[config.mk]
export PLATFORM = sky130hd
export DESIGN_NAME = bitwise_operand_fifo_flat
export DESIGN_NICKNAME = d
export VERILOG_FILES = /design/src/rtl/bitwise_operand_fifo_if.sv /design/src/rtl/bitwise_operand_fifo.sv /design/src/flat_wrapper.sv
export SDC_FILE = /design/constraint.sdc
export NUM_CORES = 1
export LEC_CHECK = 0
export CORE_MARGIN = 8
export CORE_UTILIZATION = 58
export DETAILED_ROUTE_END_ITERATION = 7
export PLACE_DENSITY_LB_ADDON = 0.15
export RECOVER_POWER = 100
export SYNTH_ARGS = -nofsm -noshare
export SYNTH_HDL_FRONTEND = slang
export SYNTH_SLANG_ARGS = --single-unit
[constraint.sdc]
create_clock -name clk -period 3.92 [get_ports clk]
set_clock_uncertainty 0.1 [all_clocks]
set_input_delay 0.784 -clock clk [delete_from_list [all_inputs] [get_ports clk]]
set_output_delay 0.784 -clock clk [all_outputs]
set_load 0.05 [all_outputs]
[src/rtl/bitwise_operand_fifo_if.sv]
//============================================================================
// Module      : bitwise_operand_fifo_if
// Description : Handshake bundle between an operand producer, the operand
//               FIFO and the downstream bitwise gate array.
//               Upstream : in_valid, in_a, in_b   -> FIFO, in_ready  <- FIFO
//               Downstream: out_valid, out_a, out_b <- FIFO, out_ready -> FIFO
//               Status   : count <- FIFO (occupied entries)
//               Modport slave  : the FIFO side.
//               Modport master : the environment driving/consuming the FIFO.
// Revision    : 1.0 - initial release
//============================================================================
`default_nettype none

interface bitwise_operand_fifo_if #(
    parameter int WIDTH = 8,
    parameter int DEPTH = 4
);
    localparam int c_cnt_w = $clog2(DEPTH) + 1;

    logic               in_valid;
    logic [WIDTH-1:0]   in_a;
    logic [WIDTH-1:0]   in_b;
    logic               in_ready;
    logic               out_valid;
    logic [WIDTH-1:0]   out_a;
    logic [WIDTH-1:0]   out_b;
    logic               out_ready;
    logic [c_cnt_w-1:0] count;

    modport slave (
        input  in_valid,
        input  in_a,
        input  in_b,
        output in_ready,
        output out_valid,
        output out_a,
        output out_b,
        input  out_ready,
        output count
    );

    modport master (
        output in_valid,
        output in_a,
        output in_b,
        input  in_ready,
        input  out_valid,
        input  out_a,
        input  out_b,
        output out_ready,
        input  count
    );
endinterface

`default_nettype wire

[src/rtl/bitwise_operand_fifo.sv]
//============================================================================
// Module      : bitwise_operand_fifo
// Description : Show-ahead FIFO of (a, b) operand pairs feeding a bitwise
//               gate array. One-cycle push-to-output latency, full
//               throughput with simultaneous push and pop, outputs forced
//               to zero while empty.
// Ports       : clk   - the only clock, rising edge
//               rst_n - synchronous active-low reset
//               bus   - bitwise_operand_fifo_if.slave (in_*, out_*, count)
// Parameters  : WIDTH - operand width
//               DEPTH - number of pair entries (power of two, >= 2)
// Revision    : 1.0 - initial release
//============================================================================
`default_nettype none

module bitwise_operand_fifo #(
    parameter int WIDTH = 8,
    parameter int DEPTH = 4
) (
    input wire                        clk,
    input wire                        rst_n,
    bitwise_operand_fifo_if.slave     bus
);

    localparam int c_addr_w = $clog2(DEPTH);
    localparam int c_cnt_w  = c_addr_w + 1;
    localparam int c_pair_w = 2 * WIDTH;

    localparam logic [c_cnt_w-1:0]  c_depth   = c_cnt_w'(DEPTH);
    localparam logic [c_cnt_w-1:0]  c_cnt_one = c_cnt_w'(1);
    localparam logic [c_addr_w-1:0] c_ptr_one = c_addr_w'(1);

    // Pair storage: {a, b}. Not reset; only entries between the pointers
    // are ever visible, and the output mux zeroes the bus when empty.
    logic [c_pair_w-1:0] r_mem [DEPTH];

    logic [c_addr_w-1:0] r_wr_ptr;
    logic [c_addr_w-1:0] r_rd_ptr;
    logic [c_cnt_w-1:0]  r_count;

    logic                w_in_ready;
    logic                w_out_valid;
    logic                w_push;
    logic                w_pop;
    logic [c_pair_w-1:0] w_head;

    // Both flags come straight from the registered count, so there is no
    // combinational path from out_ready back to in_ready. A full FIFO
    // therefore refuses a push even when a pop happens in the same cycle.
    assign w_in_ready  = (r_count < c_depth);
    assign w_out_valid = (r_count != '0);

    assign w_push = bus.in_valid  & w_in_ready;
    assign w_pop  = bus.out_ready & w_out_valid;

    always_ff @(posedge clk) begin
        if (!rst_n) begin
            r_wr_ptr <= '0;
            r_rd_ptr <= '0;
            r_count  <= '0;
        end else begin
            // DEPTH is a power of two, so natural overflow gives the wrap.
            if (w_push) begin
                r_wr_ptr <= r_wr_ptr + c_ptr_one;
            end
            if (w_pop) begin
                r_rd_ptr <= r_rd_ptr + c_ptr_one;
            end
            case ({w_push, w_pop})
                2'b10:   r_count <= r_count + c_cnt_one;
                2'b01:   r_count <= r_count - c_cnt_one;
                default: r_count <= r_count;
            endcase
        end
    end

    // Writes are suppressed during reset so a reset-cycle push leaves no
    // trace at all, not even in the (invisible) storage.
    always_ff @(posedge clk) begin
        if (rst_n && w_push) begin
            r_mem[r_wr_ptr] <= {bus.in_a, bus.in_b};
        end
    end

    assign w_head = r_mem[r_rd_ptr];

    assign bus.in_ready  = w_in_ready;
    assign bus.out_valid = w_out_valid;
    assign bus.out_a     = w_out_valid ? w_head[c_pair_w-1:WIDTH] : '0;
    assign bus.out_b     = w_out_valid ? w_head[WIDTH-1:0]        : '0;
    assign bus.count     = r_count;

endmodule

`default_nettype wire

[src/flat_wrapper.sv]
// flat-port wrapper written by rule: the top's interface ports become plain ports
module bitwise_operand_fifo_flat 
#(
    parameter int WIDTH = 8,
    parameter int DEPTH = 4
)
  (clk, rst_n, bus_in_valid, bus_in_a, bus_in_b, bus_in_ready, bus_out_valid, bus_out_a, bus_out_b, bus_out_ready, bus_count);
  bitwise_operand_fifo_if #(.WIDTH(WIDTH), .DEPTH(DEPTH)) bus_i ();
  input wire clk;
  input wire rst_n;
  input wire logic [$bits(bus_i.in_valid)-1:0] bus_in_valid;
  input wire logic [$bits(bus_i.in_a)-1:0] bus_in_a;
  input wire logic [$bits(bus_i.in_b)-1:0] bus_in_b;
  output wire logic [$bits(bus_i.in_ready)-1:0] bus_in_ready;
  output wire logic [$bits(bus_i.out_valid)-1:0] bus_out_valid;
  output wire logic [$bits(bus_i.out_a)-1:0] bus_out_a;
  output wire logic [$bits(bus_i.out_b)-1:0] bus_out_b;
  input wire logic [$bits(bus_i.out_ready)-1:0] bus_out_ready;
  output wire logic [$bits(bus_i.count)-1:0] bus_count;
  assign bus_i.in_valid = bus_in_valid;
  assign bus_i.in_a = bus_in_a;
  assign bus_i.in_b = bus_in_b;
  assign bus_in_ready = bus_i.in_ready;
  assign bus_out_valid = bus_i.out_valid;
  assign bus_out_a = bus_i.out_a;
  assign bus_out_b = bus_i.out_b;
  assign bus_i.out_ready = bus_out_ready;
  assign bus_count = bus_i.count;
  bitwise_operand_fifo #(.WIDTH(WIDTH), .DEPTH(DEPTH)) u_core (.clk(clk), .rst_n(rst_n), .bus(bus_i));
endmodule
==> results of run 1 <==
## registers in the layout, summed over array words and instances, names as in the netlist, named ones only
| name | flops |
|---|---|
| u_core.r_rd_ptr | 2 |
| u_core.r_mem | 64 |
| u_core.r_wr_ptr | 2 |
| u_core.bus.count | 3 |
## through the flow
| step | hold slack, ps | power [mW] | area (um2) | instances |
|---|---|---|---|---|
| global placement | 372 | 1.97 | 3410 | 261 |
| CTS | 412 | 2.57 | 3610 | 277 |
| global route | 435 | 2.60 | 3600 | 277 |
| finish | 419 | 2.49 | 3600 | 277 |
| detailed placement | 406 | 2.00 | 3410 | 261 |
| floorplan | 361 | 1.70 | 2950 | 155 |
## placed cells by master (no fill, tap or decap)
master and n:
a21boi_0 2, and2_0 3, and3_1 4, buf_4 2, bufinv_16 1, clkbuf_1 3, clkbuf_8 10, clkinv_2 2
clkinv_4 1, clkinvlp_4 1, dfxtp_1 9, dlygate4sd3_1 40, edfxtp_1 64, fa_1 1, ha_1 5, inv_1 8
mux2i_1 1, mux4_1 6, mux4_2 10, nand2_1 3, nand4bb_1 1, nor2b_1 17, nor2b_4 2, nor3_2 1
o21ai_0 5, or3_1 2, xnor2_1 2, xor2_1 1
## report_power, final
part / internal [mW] / switching, mW / leakage (nW) / total, mW
sequential: 0.918 / 0.0541 / 0.655 / 0.972
clock: 0.310 / 0.262 / 0.0993 / 0.572
combinational: 0.349 / 0.601 / 0.491 / 0.950
total: 1.58 / 0.917 / 1.24 / 2.49
## per-layer routing
metal	up-vias	wire length [um]	track usage
li1	689	-	-
met1	772	2000	0.154
met2	41	2670	0.256
met3	8	319	0.0557
met4	0	65	0.0656
met5	-	0	0
## cell type report
class                      count  share of cell area
multi-input combinational     66               0.212
sequential                    73               0.583
clock buffer                  11              0.0392
timing repair buffer          44               0.117
tap                           70              0.0243
clock inverter                 5              0.0156
inverter                       8             0.00833
## worst register-to-register path: stages (launching register included)
cell and delay [ps]:
dfxtp_1 410, nor3_2 70, buf_4 220, nor2b_1 200, ha_1 220, inv_1 70, fa_1 370, xor2_1 160
or3_1 300, a21boi_0 160
## final timing paths
check / endpoint / from / slack, ps
max: bus_out_b[1] / flip-flop / 380
min: u_core.r_rd_ptr[0] / u_core.r_rd_ptr[0] / 420
max reg2reg: u_core.bus.count[2] / u_core.bus.count[2] / 1580
min reg2reg: u_core.r_rd_ptr[0] / u_core.r_rd_ptr[0] / 420
## kinds of logic after synthesis
group                    after synthesis  share of synthesized area
AND/OR/NAND/NOR                       33                     0.0738
XOR/XNOR                               3                    0.00891
buffers and inverters                 16                     0.0301
AO/OA/AOI/OAI                          7                     0.0136
adder cells (fa/ha/maj)                6                     0.0280
flip-flops                            73                      0.712
multiplexers                          17                      0.133
==> out/results.tsv, run 1 <==
stage	metric	value	unit
cts	clk_path_buf_depth	2	
cells_and_area	fin_util	0.720	
worst_setup_path	critical-path-max-stage-delay	770	ps
cells_and_area	final_layout_size_suffix_gt1_frac	0.145	
die	die_x	87.3	um
place	io_buffers	40	
hold_path	whs_path_depth	2	
cells_and_area	area_growth	22.2	%
routing	drc	0	
cts	cts_sinks	73	
sta	period_minus_slack	3540	ps
place	dp_hpwl	3310	um
cts	cts_resized	0	
worst_setup_path	crit_path_top_delay_cell	dlygate4sd3_1	
worst_setup_path	crit_chain	buf_4 -> mux4_2 -> nor2b_1 -> dlygate4sd3_1	
worst_setup_path	worst_setup_path_end_kind	primary output	
cells_and_area	diodes	0	
die	io_pins	41	
sta	rsz0062_at_grt	false	
grt	grt_pass1_vias	1610	
power	peakVddDrop	351	uV
sta	maxSlewViolCount	0	
routing	routed-via-count	1510	
synth	ys.flop_type	edfxtp_1	
synth	yosysUniqueCellTypes	24	
die	num_rows	26	
worst_setup_path	crit_type	flip-flop to primary output	
cts	cts-root-buf	clkbuf_8	
worst_setup_path	required	3040	ps
place	pre_cts_slack	765	ps
synth	ys_async_sr_fraction	0	
grt	grt_overflow_total	0	
grt	grt_use_total	0.147	
synth	synth_most_common_cell	edfxtp_1	
worst_setup_path	cp.arrival	2650	ps
place	gp_congestion	0.730	
worst_setup_path	cp.depth	4	
run	drv_cap	0	
worst_setup_path	path_max_fanout	9	
grt	grt_start_max_net_pins	22	
synth	synth_top_area_frac	0.651	
synth	synth_common_cells	edfxtp_1, nor2b_1, mux4_2	
cts	clkLatencyLatePin	340	ps
synth	synth_edf_count	64	
synth	postSynthAreaPerCell	19.0	um2
synth	yosys-top-cells-area	edfxtp_1, mux4_2, dfxtp_1	
worst_setup_path	reg2regPathDepth	9	
routing	drtIter0Drc	59	
grt	grt_pass1_wl	8000	um
cts	ctsHoldBuffers	0	
cts	post_cts_buffers	0	
synth	yosysTopAreaCell	edfxtp_1	
cells_and_area	fill_cells	340	
grt	antenna_found_initial	0	
synth	synth_fp_nets	181	
die	start_util	0.589	
synth	synth-seq-cells	73	
worst_setup_path	cpLargestDelayFamily	buffers and inverters	
power	power.density	692	mW/mm2
die	dieArea	0.00762	mm2
sta	fin_ws	382	ps
synth	ys_warn_count	0	
routing	routed_wl	5050	um
sta	finalSetupViolCount	0	
routing	wl_per_cell	18.2	um
cts	path_clk_slew	80	ps
worst_setup_path	cp_num_buf_inv	2	
sta	fin_setup_tns	0	ps
power	p_leak	1.24	nW
routing	ant_nets	0	
sta	fmax	283	MHz
cells_and_area	seq_area	0.00210	mm2
sta	relSlewSlack	0.272	
synth	ys_seq_area_frac	0.712	
die	die_h	87.3	um
routing	first_pass_iters	4	
die	core	0.00501	mm2
sta	hold_viol	0	
worst_setup_path	start_kind	flip-flop	
sta	worst_pin_slew	1090	ps
cells_and_area	final_nets	228	
hold_path	hp-class	flip-flop to flip-flop	
sta	period_share	0.903	
cells_and_area	multi_input_area	764	um2
synth	synthesis.instances	155	
routing	viasPerCell	5.45	
cts	numCtsBuffers	9	
cts	cts_tree	built	
cts	htreeDepth	3	
status	status	finished, final reports clean	
synth	synthesis.area	0.00295	mm2
Note: power is estimated with default switching activity, not from simulation.
==> inputs of run 2 (changes only) <==
MAX_ROUTING_LAYER = met4   (was default)
==> out/results.tsv, run 2 (synthesis results as in run 1) <==
stage	metric	value	unit	change
worst_setup_path	cp_num_buf_inv	2		unchanged
worst_setup_path	path_max_fanout	9		unchanged
grt	grt_pass1_vias	1613		+0.19%
cts	cts_resized	0		unchanged
worst_setup_path	critical-path-max-stage-delay	770	ps	about the same
die	num_rows	26		unchanged
cts	cts-root-buf	clkbuf_8		
routing	drc	0		unchanged
routing	ant_nets	0		unchanged
sta	period_minus_slack	3540	ps	+2.75 ps
cells_and_area	final_nets	228		unchanged
run	drv_cap	0		unchanged
sta	relSlewSlack	0.267		-0.00535
worst_setup_path	r2r_end	u_core.bus.count[2]		
grt	antenna_found_initial	0		unchanged
routing	routed-via-count	1504		-0.40%
grt	grt_pass1_wl	7990	um	about the same
die	die_h	87.3	um	unchanged
worst_setup_path	start_kind	flip-flop		
cells_and_area	fill_cells	340		unchanged
worst_setup_path	required	3040	ps	about the same
place	io_buffers	40		unchanged
power	p_leak	1.24	nW	unchanged
power	power.density	692	mW/mm2	about the same
grt	grt_use_met1	0.160		+0.00548
sta	fin_setup_tns	0	ps	unchanged
grt	grt_overflow_total	0		unchanged
cts	post_cts_buffers	0		unchanged
sta	finalSetupViolCount	0		unchanged
die	die_x	87.3	um	unchanged
status	status	finished, final reports clean		
cells_and_area	regMostFlops	u_core.r_mem		
place	gp_congestion	0.739		+1.2%
routing	drtIter0Drc	54		-8.5%
grt	grt_util_met2	0.256		unchanged
cts	numCtsBuffers	9		unchanged
cts	clk_path_buf_depth	2		unchanged
worst_setup_path	reg2regPathDepth	9		unchanged
die	start_util	0.589		unchanged
routing	wl_per_cell	18.2	um	about the same
cts	path_clk_slew	80	ps	about the same
die	dieArea	0.00762	mm2	unchanged
worst_setup_path	cp.arrival	2660	ps	about the same
place	dpl-instance-area	0.00341	mm2	unchanged
cells_and_area	final_cell_mix	edfxtp_1, dlygate4sd3_1, nor2b_1, mux4_2, clkbuf_8		
place	dp_hpwl	3310	um	unchanged
die	io_pins	41		unchanged
cells_and_area	area_growth	22.2	%	unchanged
cts	htreeDepth	3		unchanged
sta	period_share	0.903		about the same
cts	clkLatencyLatePin	340	ps	about the same
sta	fmax	282	MHz	about the same
routing	viasPerCell	5.43		-0.40%
hold_path	hp-class	flip-flop to flip-flop		
cells_and_area	diodes	0		unchanged
worst_setup_path	crit_path_top_delay_cell	dlygate4sd3_1		
grt	grt_use_total	0.151		+0.00346
worst_setup_path	worst_setup_path_end_kind	primary output		
die	core	0.00501	mm2	unchanged
sta	rsz0062_at_grt	false		
sta	maxSlewViolCount	0		unchanged
routing	routed_wl	5050	um	about the same
cells_and_area	final_area	0.00360	mm2	unchanged
hold_path	holdPathEnd	u_core.r_rd_ptr[0]		
hold_path	whs_path_depth	2		unchanged
power	peakVddDrop	351	uV	about the same
worst_setup_path	reg2reg_setup_slack	1580	ps	about the same
worst_setup_path	cpLargestDelayFamily	buffers and inverters		
grt	top_usage_layer	met2		
cells_and_area	layout_commonest_cell	edfxtp_1		
grt	use_met3	0.0358		-0.0198
hold_path	hold_path_startpoint	u_core.r_rd_ptr[0]		
cts	cts_tree	built		
cts	ctsHoldBuffers	0		unchanged
cells_and_area	final_layout_size_suffix_gt1_frac	0.145		unchanged
cells_and_area	largest_reg_flops	64		unchanged
worst_setup_path	crit_type	flip-flop to primary output		
grt	grt_start_max_net_pins	22		unchanged
routing	first_pass_iters	4		unchanged
cts	cts_sinks	73		unchanged
worst_setup_path	reg2reg_from	u_core.bus.count[2]		
sta	hold_viol	0		unchanged
worst_setup_path	crit_chain	buf_4 -> mux4_2 -> nor2b_1 -> dlygate4sd3_1		
sta	worst_pin_slew	1100	ps	+8.02 ps
run 2: cell counts in the layout (fill, tap and decap cells not counted):
Identical to the previous run, type by type.
run 2: area by class of cell:
cell class	count	area, um2	share of cell area
Inverter	8	30.0	0.00833
Clock inverter	5	56.3	0.0156
Tap cell	70	87.6	0.0243
Sequential cell	73	2100	0.583
Clock buffer	11	141	0.0392
Multi-Input combinational cell	66	764	0.212
Timing Repair Buffer	44	423	0.117
run 2: where the power goes:
group	leakage (nW)	switching [mW]	internal, mW	total (mW)
Clock	0.0993	0.263	0.310	0.573
Sequential	0.655	0.0544	0.918	0.973
Combinational	0.491	0.601	0.349	0.950
Total	1.24	0.918	1.58	2.50
run 2: routing by layer:
layer  vias up  wire length, um  part of all wire
li1        689                -                 -
met1       766             2070              0.41
met2        41             2670              0.53
met3         8              249             0.049
met4         0               68             0.013
met5         -                0                 0
run 2: how the worst max path moves through the flow:
stage | cells past startpoint | endpoint
finish | 4 | bus_out_b[1]
global route | 4 | bus_out_a[2]
CTS | 4 | bus_out_a[2]
detailed placement | 4 | bus_out_a[2]
global placement | 4 | bus_out_b[1]
floorplan | 4 | bus_out_a[0]
run 2: through the flow:
stage               power, mW  cells  hold WS (ps)  setup slack (ps)   util
detailed placement       2.00    261           406               765  0.682
floorplan                1.70    155           361              1130      -
CTS                      2.57    277           412               389  0.721
global route             2.60    277           435               239  0.720
global placement         1.97    261           372               787  0.682
finish                   2.50    277           421               379  0.720
run 2: worst register-to-register path, cell delays in order, from the launching register on:
cell and delay (ps):
dfxtp_1 410, nor3_2 70, buf_4 220, nor2b_1 200, ha_1 220, inv_1 60
fa_1 370, xor2_1 160, or3_1 300, a21boi_0 160
